File: src/rtl/seg_scan_if.sv
// Write port of the 7-segment scan controller: valid/ready handshake
// carrying four BCD digits and their decimal points.
// Ports: wr_valid (m->s), wr_ready (s->m), wr_data[15:0], wr_dp[3:0] (m->s)
interface seg_scan_if;
    logic        wr_valid;
    logic        wr_ready;
    logic [15:0] wr_data;
    logic [3:0]  wr_dp;

    modport master (
        output wr_valid,
        output wr_data,
        output wr_dp,
        input  wr_ready
    );

    modport slave (
        input  wr_valid,
        input  wr_data,
        input  wr_dp,
        output wr_ready
    );
endinterface

File: src/rtl/seg_scan_ctrl.sv
// Scan controller for a 4-digit common-anode 7-segment display.
// Ports: clk, rst_n (sync, active-low), en, wr (seg_scan_if.slave),
//        DIGIT[3:0] (anodes, active-low), DISPLAY[7:0] {a..g,dp}, frame_done
module seg_scan_ctrl #(
    parameter logic [15:0] PRESCALE  = 16'd50000,
    parameter int unsigned BLANK_CYC = 2,
    parameter bit          LZ_EN     = 1'b1
) (
    input  logic             clk,
    input  logic             rst_n,
    input  logic             en,
    seg_scan_if.slave        wr,
    output logic [3:0]       DIGIT,
    output logic [7:0]       DISPLAY,
    output logic             frame_done
);

    localparam bit          HAS_GUARD  = (BLANK_CYC != 0);
    localparam logic [15:0] GUARD_LAST = 16'(BLANK_CYC) - 16'd1;
    localparam logic [15:0] SLOT_LAST  = PRESCALE - 16'd1;

    typedef enum logic [1:0] {
        S_IDLE,
        S_GUARD,
        S_DRIVE
    } state_t;

    state_t      r_state;
    logic [1:0]  r_slot;
    logic [15:0] r_cnt;
    logic [15:0] r_act_data;
    logic [3:0]  r_act_dp;
    logic [15:0] r_pend_data;
    logic [3:0]  r_pend_dp;
    logic        r_pend;

    state_t      w_state_nx;
    logic [1:0]  w_slot_nx;
    logic [15:0] w_cnt_nx;
    logic [3:0]  w_val;
    logic        w_dp;
    logic [3:0]  w_zero;
    logic [3:0]  w_blank;
    logic [7:0]  w_pat;
    logic        w_frame_end;
    logic        w_cap;
    logic        w_apply;

    function automatic logic [7:0] seg7(input logic [3:0] v);
        logic [7:0] s;
        case (v)
            4'd0:    s = 8'h03;
            4'd1:    s = 8'h9F;
            4'd2:    s = 8'h25;
            4'd3:    s = 8'h0D;
            4'd4:    s = 8'h99;
            4'd5:    s = 8'h49;
            4'd6:    s = 8'h41;
            4'd7:    s = 8'h1F;
            4'd8:    s = 8'h01;
            4'd9:    s = 8'h09;
            default: s = 8'hFF;
        endcase
        return s;
    endfunction

    // State register
    always_ff @(posedge clk) begin
        if (!rst_n) begin
            r_state <= S_IDLE;
            r_slot  <= 2'd0;
            r_cnt   <= 16'd0;
        end else begin
            r_state <= w_state_nx;
            r_slot  <= w_slot_nx;
            r_cnt   <= w_cnt_nx;
        end
    end

    // Next state; cnt spans guard and drive so a slot is PRESCALE cycles
    always_comb begin
        w_state_nx = r_state;
        w_slot_nx  = r_slot;
        w_cnt_nx   = r_cnt;
        if (!en) begin
            w_state_nx = S_IDLE;
            w_slot_nx  = 2'd0;
            w_cnt_nx   = 16'd0;
        end else begin
            unique case (r_state)
                S_IDLE: begin
                    w_state_nx = HAS_GUARD ? S_GUARD : S_DRIVE;
                    w_slot_nx  = 2'd0;
                    w_cnt_nx   = 16'd0;
                end
                S_GUARD: begin
                    w_cnt_nx = r_cnt + 16'd1;
                    if (r_cnt == GUARD_LAST) begin
                        w_state_nx = S_DRIVE;
                    end
                end
                S_DRIVE: begin
                    if (r_cnt == SLOT_LAST) begin
                        w_cnt_nx   = 16'd0;
                        w_slot_nx  = r_slot + 2'd1;
                        w_state_nx = HAS_GUARD ? S_GUARD : S_DRIVE;
                    end else begin
                        w_cnt_nx = r_cnt + 16'd1;
                    end
                end
                default: begin
                    w_state_nx = S_IDLE;
                    w_slot_nx  = 2'd0;
                    w_cnt_nx   = 16'd0;
                end
            endcase
        end
    end

    // Leading-zero chain: a digit blanks only if every digit left of it is 0
    always_comb begin
        for (int k = 0; k < 4; k++) begin
            w_zero[k] = (r_act_data[4*k +: 4] == 4'd0);
        end
        w_blank[3] = LZ_EN & w_zero[3];
        w_blank[2] = w_blank[3] & w_zero[2];
        w_blank[1] = w_blank[2] & w_zero[1];
        w_blank[0] = 1'b0;
    end

    assign w_val = r_act_data[{r_slot, 2'b00} +: 4];
    assign w_dp  = r_act_dp[r_slot];

    always_comb begin
        w_pat = w_blank[r_slot] ? 8'hFF : seg7(w_val);
        if (w_dp) begin
            w_pat[0] = 1'b0;
        end
    end

    // Output decode
    always_comb begin
        DIGIT       = 4'hF;
        DISPLAY     = 8'hFF;
        w_frame_end = 1'b0;
        unique case (1'b1)
            (r_state == S_GUARD): begin
                DISPLAY = w_pat;
            end
            (r_state == S_DRIVE): begin
                DIGIT       = ~(4'b0001 << r_slot);
                DISPLAY     = w_pat;
                w_frame_end = (r_slot == 2'd3) && (r_cnt == SLOT_LAST);
            end
            default: begin
                DIGIT = 4'hF;
            end
        endcase
    end

    assign frame_done = w_frame_end;

    // Double buffer: capture needs pend=0, apply needs pend=1,
    // so the two never collide in one cycle
    assign w_cap       = wr.wr_valid & ~r_pend;
    assign w_apply     = r_pend & (w_frame_end | (r_state == S_IDLE));
    assign wr.wr_ready = ~r_pend;

    always_ff @(posedge clk) begin
        if (!rst_n) begin
            r_act_data  <= 16'd0;
            r_act_dp    <= 4'd0;
            r_pend_data <= 16'd0;
            r_pend_dp   <= 4'd0;
            r_pend      <= 1'b0;
        end else if (w_cap) begin
            r_pend_data <= wr.wr_data;
            r_pend_dp   <= wr.wr_dp;
            r_pend      <= 1'b1;
        end else if (w_apply) begin
            r_act_data  <= r_pend_data;
            r_act_dp    <= r_pend_dp;
            r_pend      <= 1'b0;
        end
    end

endmodule

File: src/flat_wrapper.sv
// flat-port wrapper written by rule: the top's interface ports become plain ports
module seg_scan_ctrl_flat 
#(
    parameter logic [15:0] PRESCALE  = 16'd50000,
    parameter int unsigned BLANK_CYC = 2,
    parameter bit          LZ_EN     = 1'b1
)
  (clk, rst_n, en, DIGIT, DISPLAY, frame_done, wr_wr_valid, wr_wr_data, wr_wr_dp, wr_wr_ready);
  seg_scan_if wr_i ();
  input  logic clk;
  input  logic rst_n;
  input  logic en;
  output logic [3:0] DIGIT;
  output logic [7:0] DISPLAY;
  output logic frame_done;
  input wire logic [$bits(wr_i.wr_valid)-1:0] wr_wr_valid;
  input wire logic [$bits(wr_i.wr_data)-1:0] wr_wr_data;
  input wire logic [$bits(wr_i.wr_dp)-1:0] wr_wr_dp;
  output wire logic [$bits(wr_i.wr_ready)-1:0] wr_wr_ready;
  assign wr_i.wr_valid = wr_wr_valid;
  assign wr_i.wr_data = wr_wr_data;
  assign wr_i.wr_dp = wr_wr_dp;
  assign wr_wr_ready = wr_i.wr_ready;
  seg_scan_ctrl #(.PRESCALE(PRESCALE), .BLANK_CYC(BLANK_CYC), .LZ_EN(LZ_EN)) u_core (.clk(clk), .rst_n(rst_n), .en(en), .wr(wr_i), .DIGIT(DIGIT), .DISPLAY(DISPLAY), .frame_done(frame_done));
endmodule
File: config.mk
export PLATFORM = sky130hd
export DESIGN_NAME = seg_scan_ctrl_flat
export DESIGN_NICKNAME = d
export VERILOG_FILES = /design/src/rtl/seg_scan_if.sv /design/src/rtl/seg_scan_ctrl.sv /design/src/flat_wrapper.sv
export SDC_FILE = /design/constraint.sdc
export NUM_CORES = 1
export LEC_CHECK = 0
export ABC_AREA = 0
export BUFFER_PORTS_ARGS = -buffer_cell sky130_fd_sc_hd__buf_4
export CELL_PAD_IN_SITES_DETAIL_PLACEMENT = 2
export CELL_PAD_IN_SITES_GLOBAL_PLACEMENT = 2
export CORE_AREA = 2 2 103 105
export CTS_CLUSTER_SIZE = 24
export DETAILED_ROUTE_END_ITERATION = 12
export DIE_AREA = 0 0 105 107
export PLACE_DENSITY_LB_ADDON = 0.1
export SYNTH_ARGS = -nofsm -noshare
export SYNTH_HDL_FRONTEND = slang
export SYNTH_SLANG_ARGS = --single-unit
File: constraint.sdc
create_clock -name clk -period 2.42 [get_ports clk]
set_input_delay 0.484 -clock clk [delete_from_list [all_inputs] [get_ports clk]]
set_output_delay 0.484 -clock clk [all_outputs]
set_load 0.02 [all_outputs]
* Word level (Yosys, flattened, before mapping)
Memory sizes are Yosys's and may differ from the RTL's. Index checks and enable logic that the tools add are counted.
Storage, ports and cells: bits in registers 61, memories 1, ROM bits 112, bits of input ports 24
Cells by class: muxes and demuxes 18, magnitude comparators 1, shift operators 2, eq/ne operators 7, $add $sub $neg 2, reductions and logical operators 11, bitwise logic cells 9
Memory list:
- (no name shown) | words 16, width 7, rd ports 1, clocked after Yosys merged registers in 0, write ports 0, RTL line seg_scan_ctrl.sv:51 | case (v)
Operator list (count):
- 16-bit case mux with 2 select lines | 1
- 16-bit by 1-bit adder with 16-bit output (second input constant) | 1
- 16-bit by 1-bit == test with 1-bit output (second input constant) | 1
- 16-bit == test (second input constant) | 1
- 16-bit two-way mux | 1
- 8-bit two-way mux | 2
- 16-bit by 5-bit variable part select with 4-bit output | 1
- 4-bit logical NOT | 3
- 2-bit AND reduction | 4
- 1-bit two-way mux | 6
- 2-bit two-way mux | 3
- 2-bit case mux with 3 select lines | 1
- 1-bit AND | 4
- 1-bit binary-select mux with 2-bit select | 2
- 2-bit == test (second input constant) | 2
- 4-bit two-way mux | 1
- 2-bit by 1-bit inequality test with 1-bit output (second input constant) | 2
- 4-bit NOT | 1
- 2-bit case mux with 2 select lines | 1
- 1-bit by 2-bit left shift with 4-bit output (first input constant) | 1
- 2-bit by 3-bit < comparator with 1-bit output (second input constant) | 1
- 1-bit NOT | 3
- 2-bit by 1-bit adder with 2-bit output (second input constant) | 1
- 2-bit by 1-bit == test with 1-bit output (second input constant) | 1
- other kinds (5) | 5

* Longest topological paths before layout
depth after elaboration 8, gate-level depth with buffers 8, gate-level depth less buffers 7

* Least setup slack after synthesis
Ideal clock, no wire load.
path type register to output, start point reg u_core.r_slot[0], end point out DISPLAY[4], data arrival time 2.185 ns, required time 1.936 ns, stages on the path, launching flop included 9, slack -0.249 ns, path buffers 1, path through dfxtp_1 clkbuf_1 mux4_2 inv_1 ha_1 inv_1 o21bai_1 a21oi_1 o211ai_1
Between the ends: longest elaborated chain between the ends 4, elaborated cells between the ends (all ways) 6, those cells by class 1 x shift; 4 x mux; 1 x memory
RTL lines:
- start: declaration | RTL line seg_scan_ctrl.sv:29 | logic [1:0] r_slot;
- start signal: assignment | RTL line seg_scan_ctrl.sv:75 | r_slot <= w_slot_nx;
- 16-bit by 5-bit variable part select with 4-bit output / 1-bit binary-select mux with 2-bit select (equally long branches) | RTL line seg_scan_ctrl.sv:131, seg_scan_ctrl.sv:135
- memory read 16 x 7 bit / 1-bit two-way mux (equally long branches)
- 8-bit two-way mux (*) | RTL line seg_scan_ctrl.sv:135 | w_pat = w_blank[r_slot] ? 8'hFF : seg7(w_val);
- 8-bit two-way mux (*) | RTL line seg_scan_ctrl.sv:146 | unique case (1'b1)
- end: declaration | RTL line flat_wrapper.sv:14 | output logic [7:0] DISPLAY;
Mark *: on every way between the ends. The rest lies on a longest branch, timed or not. The select of a mux whose other input is x is not followed.

* Worst setup path after layout
start point reg u_core.r_slot[0], end point out DISPLAY[3]
Same word-level chain as after synthesis.

==> out/qor.yml <==
status:
  status: "complete, but fails checks"
  violations: "negative setup slack"
critical_path:
  r2r_end: "u_core.r_act_data[12]"
  cp_data_arrival_time_ps: 2150
  start_kind: "flip-flop"
  critPathRequiredTime_ps: 1940
  crit_path_end_kind: "output pin"
  r2r_setup_slack_ps: 220
  crit_type: "flip-flop to output pin"
  rr_startpoint: "u_core.r_cnt[7]"
  ff2ff_path_depth: 6
  crit_path_max_fanout: 8
power:
  vdd_drop_max_mv: 0.2316
  clockPowerShare_pct: 41.9
  seqPwrFrac_pct: 48.1
  p_leak_nw: 1.492
  swShare_pct: 25.20
  p_int_mw: 1.633
  power_frac_comb_pct: 10.0
  p_total_mw: 2.183
  p_switching_mw: 0.5501
  powerDensity_nw_per_um2: 559.9
global_route:
  use_met1_pct: 20.32
  grt_max_degree: 63
  met3_usage_pct: 3.647
  first_global_vias: 2845
  grt_usage_pct: 16.66
  grt_most_used_layer: "met2"
  antenna_found_initial: 0
  grt_util_met2_pct: 29.13
  grt_first_pass_wirelength_mm: 14.60
  grt_remaining_overflow: 0
floorplan:
  coreArea_um2: 10090
  boundaryPins: 38
  die_width_um: 105
  rows: 37
  start_util_pct: 30.68
  die-height_um: 107
  die_area_um2: 11240
finish:
  fillerInstances: 1175
  nets: 450
  register_area_um2: 1230
  fin_util_pct: 38.63
  drive_gt1_share_pct: 24.52
  multiInputGateArea_um2: 1778
  stdcell_count: 552
  antenna_cells: 0
  syn_to_final_growth_pct: 25.90
drt:
  vias: 2682
  drt_wl_total_mm: 8.724
  firstDrtPassIters: 4
  drcViolationCount: 0
  drt_iter0_drc: 94
  viasPerCell: 4.859
  detail-route-antenna-nets: 0
  wl_per_cell_um: 15.80
logic_synthesis:
  syn_avg_cell_area_um2: 8.507
  ys_types: 38
  syn_nets: 403
  synth_ff_type: "dfxtp_1"
  yosys-top-cells-area: "dfxtp_1, nand2_1, mux2i_1"
  async_reset_ff_share_pct: 0
  ys_seq_area_share_pct: 39.43
  syn_inst: 364
  syn_area_um2: 3097
  yosysWarningCount: 0
  synth_top_area_share_pct: 39.43
  ys_seq_elements: 61
  synth-edff-count: 0
  yosys.area.top_type: "dfxtp_1"
sta:
  setup_viol: 7
  rsz0062_at_grt: "true"
  skew_ps: 14.47
  max_slew_margin_pct: 52.58
  fin_crit_sh_pct: 108.7
  fmax_mhz: 380.2
  finalHoldViolations: 0
  max_slew.worst_pin.slew_ps: 709.6
  slew_viol_final: 0
  period_needed_ps: 2630
  layout_setup_ws_ps: -209.9
place:
  place_ws_ps: 45.17
  gp_congestion: 0.8095
  hpwlAfterDp_mm: 6.205
  dp_cells: 527
  numPortBuffers: 37
clock_network:
  clock_sinks: 61
  clk_latency_ps: 340
  htreeDepth: 3
  cts_root_buffer: "clkbuf_8"
  cts_buffers: 9
  hold_buffers: 0
  clk_pin_slew_ps: 70
  clock_path_buffers: 2
  tritoncts: "done"
hold_path:
  hold_start: "wr_wr_data[7]"
  min_path_type: "primary input to flip-flop"
  min_path_cells: 3
  min_to: "u_core.r_pend_data[7]"
flow_run:
  max-cap-violations: 0
per-layer routing:
metal	part of all wire, %	routed length (µm)
met5	0	0
met4	1.1	97
met2	49	4240
met1	48	4176
met3	2.4	209
registers in the layout, indices dropped and copies added (netlist names):
| signal | flops |
|---|---|
| u_core.r_act_data | 16 |
| u_core.r_act_dp | 4 |
| u_core.r_cnt | 16 |
| u_core.r_pend | 1 |
| u_core.r_pend_data | 16 |
| u_core.r_pend_dp | 4 |
| u_core.r_slot | 2 |
| u_core.r_state | 2 |
critical path: stages (launching register included):
cell and delay, ps:
dfxtp_4 380, buf_4 150, mux4_2 600, buf_4 180, mux2_4 290, nand3_2 80, buf_6 120
Yosys cell counts (all sizes together), types with 2 or more instances:
master and n:
a21boi 20, mux2i 23, nor3 18, mux4 5, xnor2 10, xor2 2, nand4 8, a21oi 7
dfxtp 61, o211ai 5, nand3 7, clkbuf 20, o21ai 7, or3 4, a211oi 4, ha 15
nor2 8, nor4 6, or4 5, nand2 96, inv 17, buf 3
layout make-up:
type	instances	share of cell area, %
repair buffers	59	11.78
well taps	136	4.365
clock inverters	4	1.220
multi-input cells	263	45.60
inverters	17	1.765
flip-flops and latches	61	31.55
clock buffers	12	3.723
power groups by stage:
stage	sequential [mW]	clock [mW]	combinational (mW)
6_report	1.05	0.914	0.219
5_1_grt	1.05	0.995	0.247
4_1_cts	1.05	0.953	0.223
3_5_place_dp	1.07	0	0.214
3_3_place_gp	1.07	0	0.210
2_1_floorplan	1.07	0	0.134
cells in the final DEF, fill, tap and decap left out, types with 3 or more instances in the layout:
cell type / netlist / routed
a211oi_1: 4 / 4
a21boi_0: 20 / 20
a21oi_1: 6 / 5
buf_4: 0 / 57
clkbuf_8: 0 / 10
dfxtp_1: 61 / 56
dfxtp_2: 0 / 4
ha_1: 15 / 12
inv_1: 17 / 14
mux2i_1: 23 / 23
mux4_2: 5 / 5
nand2_1: 96 / 96
nand3_1: 7 / 6
nand4_1: 8 / 8
nor2_1: 8 / 6
nor3_1: 18 / 18
nor4_1: 6 / 6
o211ai_1: 5 / 5
o21ai_0: 6 / 6
or3_1: 4 / 3
or4_1: 3 / 3
xnor2_1: 10 / 10
timing repair:
item | CTS | global route
setup endpoints to repair | 8 | 8
pin swaps | 4 | 0
setup buffers | 6 | 3
gates resized for setup | 17 | 7
per-stage QoR:
stage	instance area (µm²)	setup TNS [ps]	hold WS, ps
after detailed placement	3547	0	454.3
after CTS	3861	-1449	381.1
after global routing	3899	-1966	390.0
after global placement	3547	0	446.1
after floorplan	3108	0	434.8
final	3899	-1011	402.8
worst max-delay path by stage:
| stage | slack (ps) | cells past startpoint | end | startpoint |
|---|---|---|---|---|
| after floorplan | 30 | 8 | DISPLAY[4] | u_core.r_slot[0] |
| after global placement | 130 | 8 | DISPLAY[3] | u_core.r_slot[0] |
| after detailed placement | 50 | 7 | DISPLAY[4] | u_core.r_slot[0] |
| after CTS | -240 | 8 | DISPLAY[3] | u_core.r_slot[0] |
| after global routing | -320 | 8 | DISPLAY[4] | u_core.r_slot[0] |
| final | -210 | 6 | DISPLAY[3] | u_core.r_slot[0] |
cell families after synthesis:
| group | after synthesis | synth area share (%) |
|---|---|---|
| AO/OA/AOI/OAI | 49 | 10.95 |
| adder cells (fa/ha/maj) | 15 | 6.061 |
| XOR/XNOR | 12 | 3.394 |
| multiplexers | 29 | 11.43 |
| AND/OR/NAND/NOR | 158 | 23.15 |
| buffers and inverters | 40 | 5.576 |
| flip-flops | 61 | 39.43 |
Power figures use the tool's default switching activity.
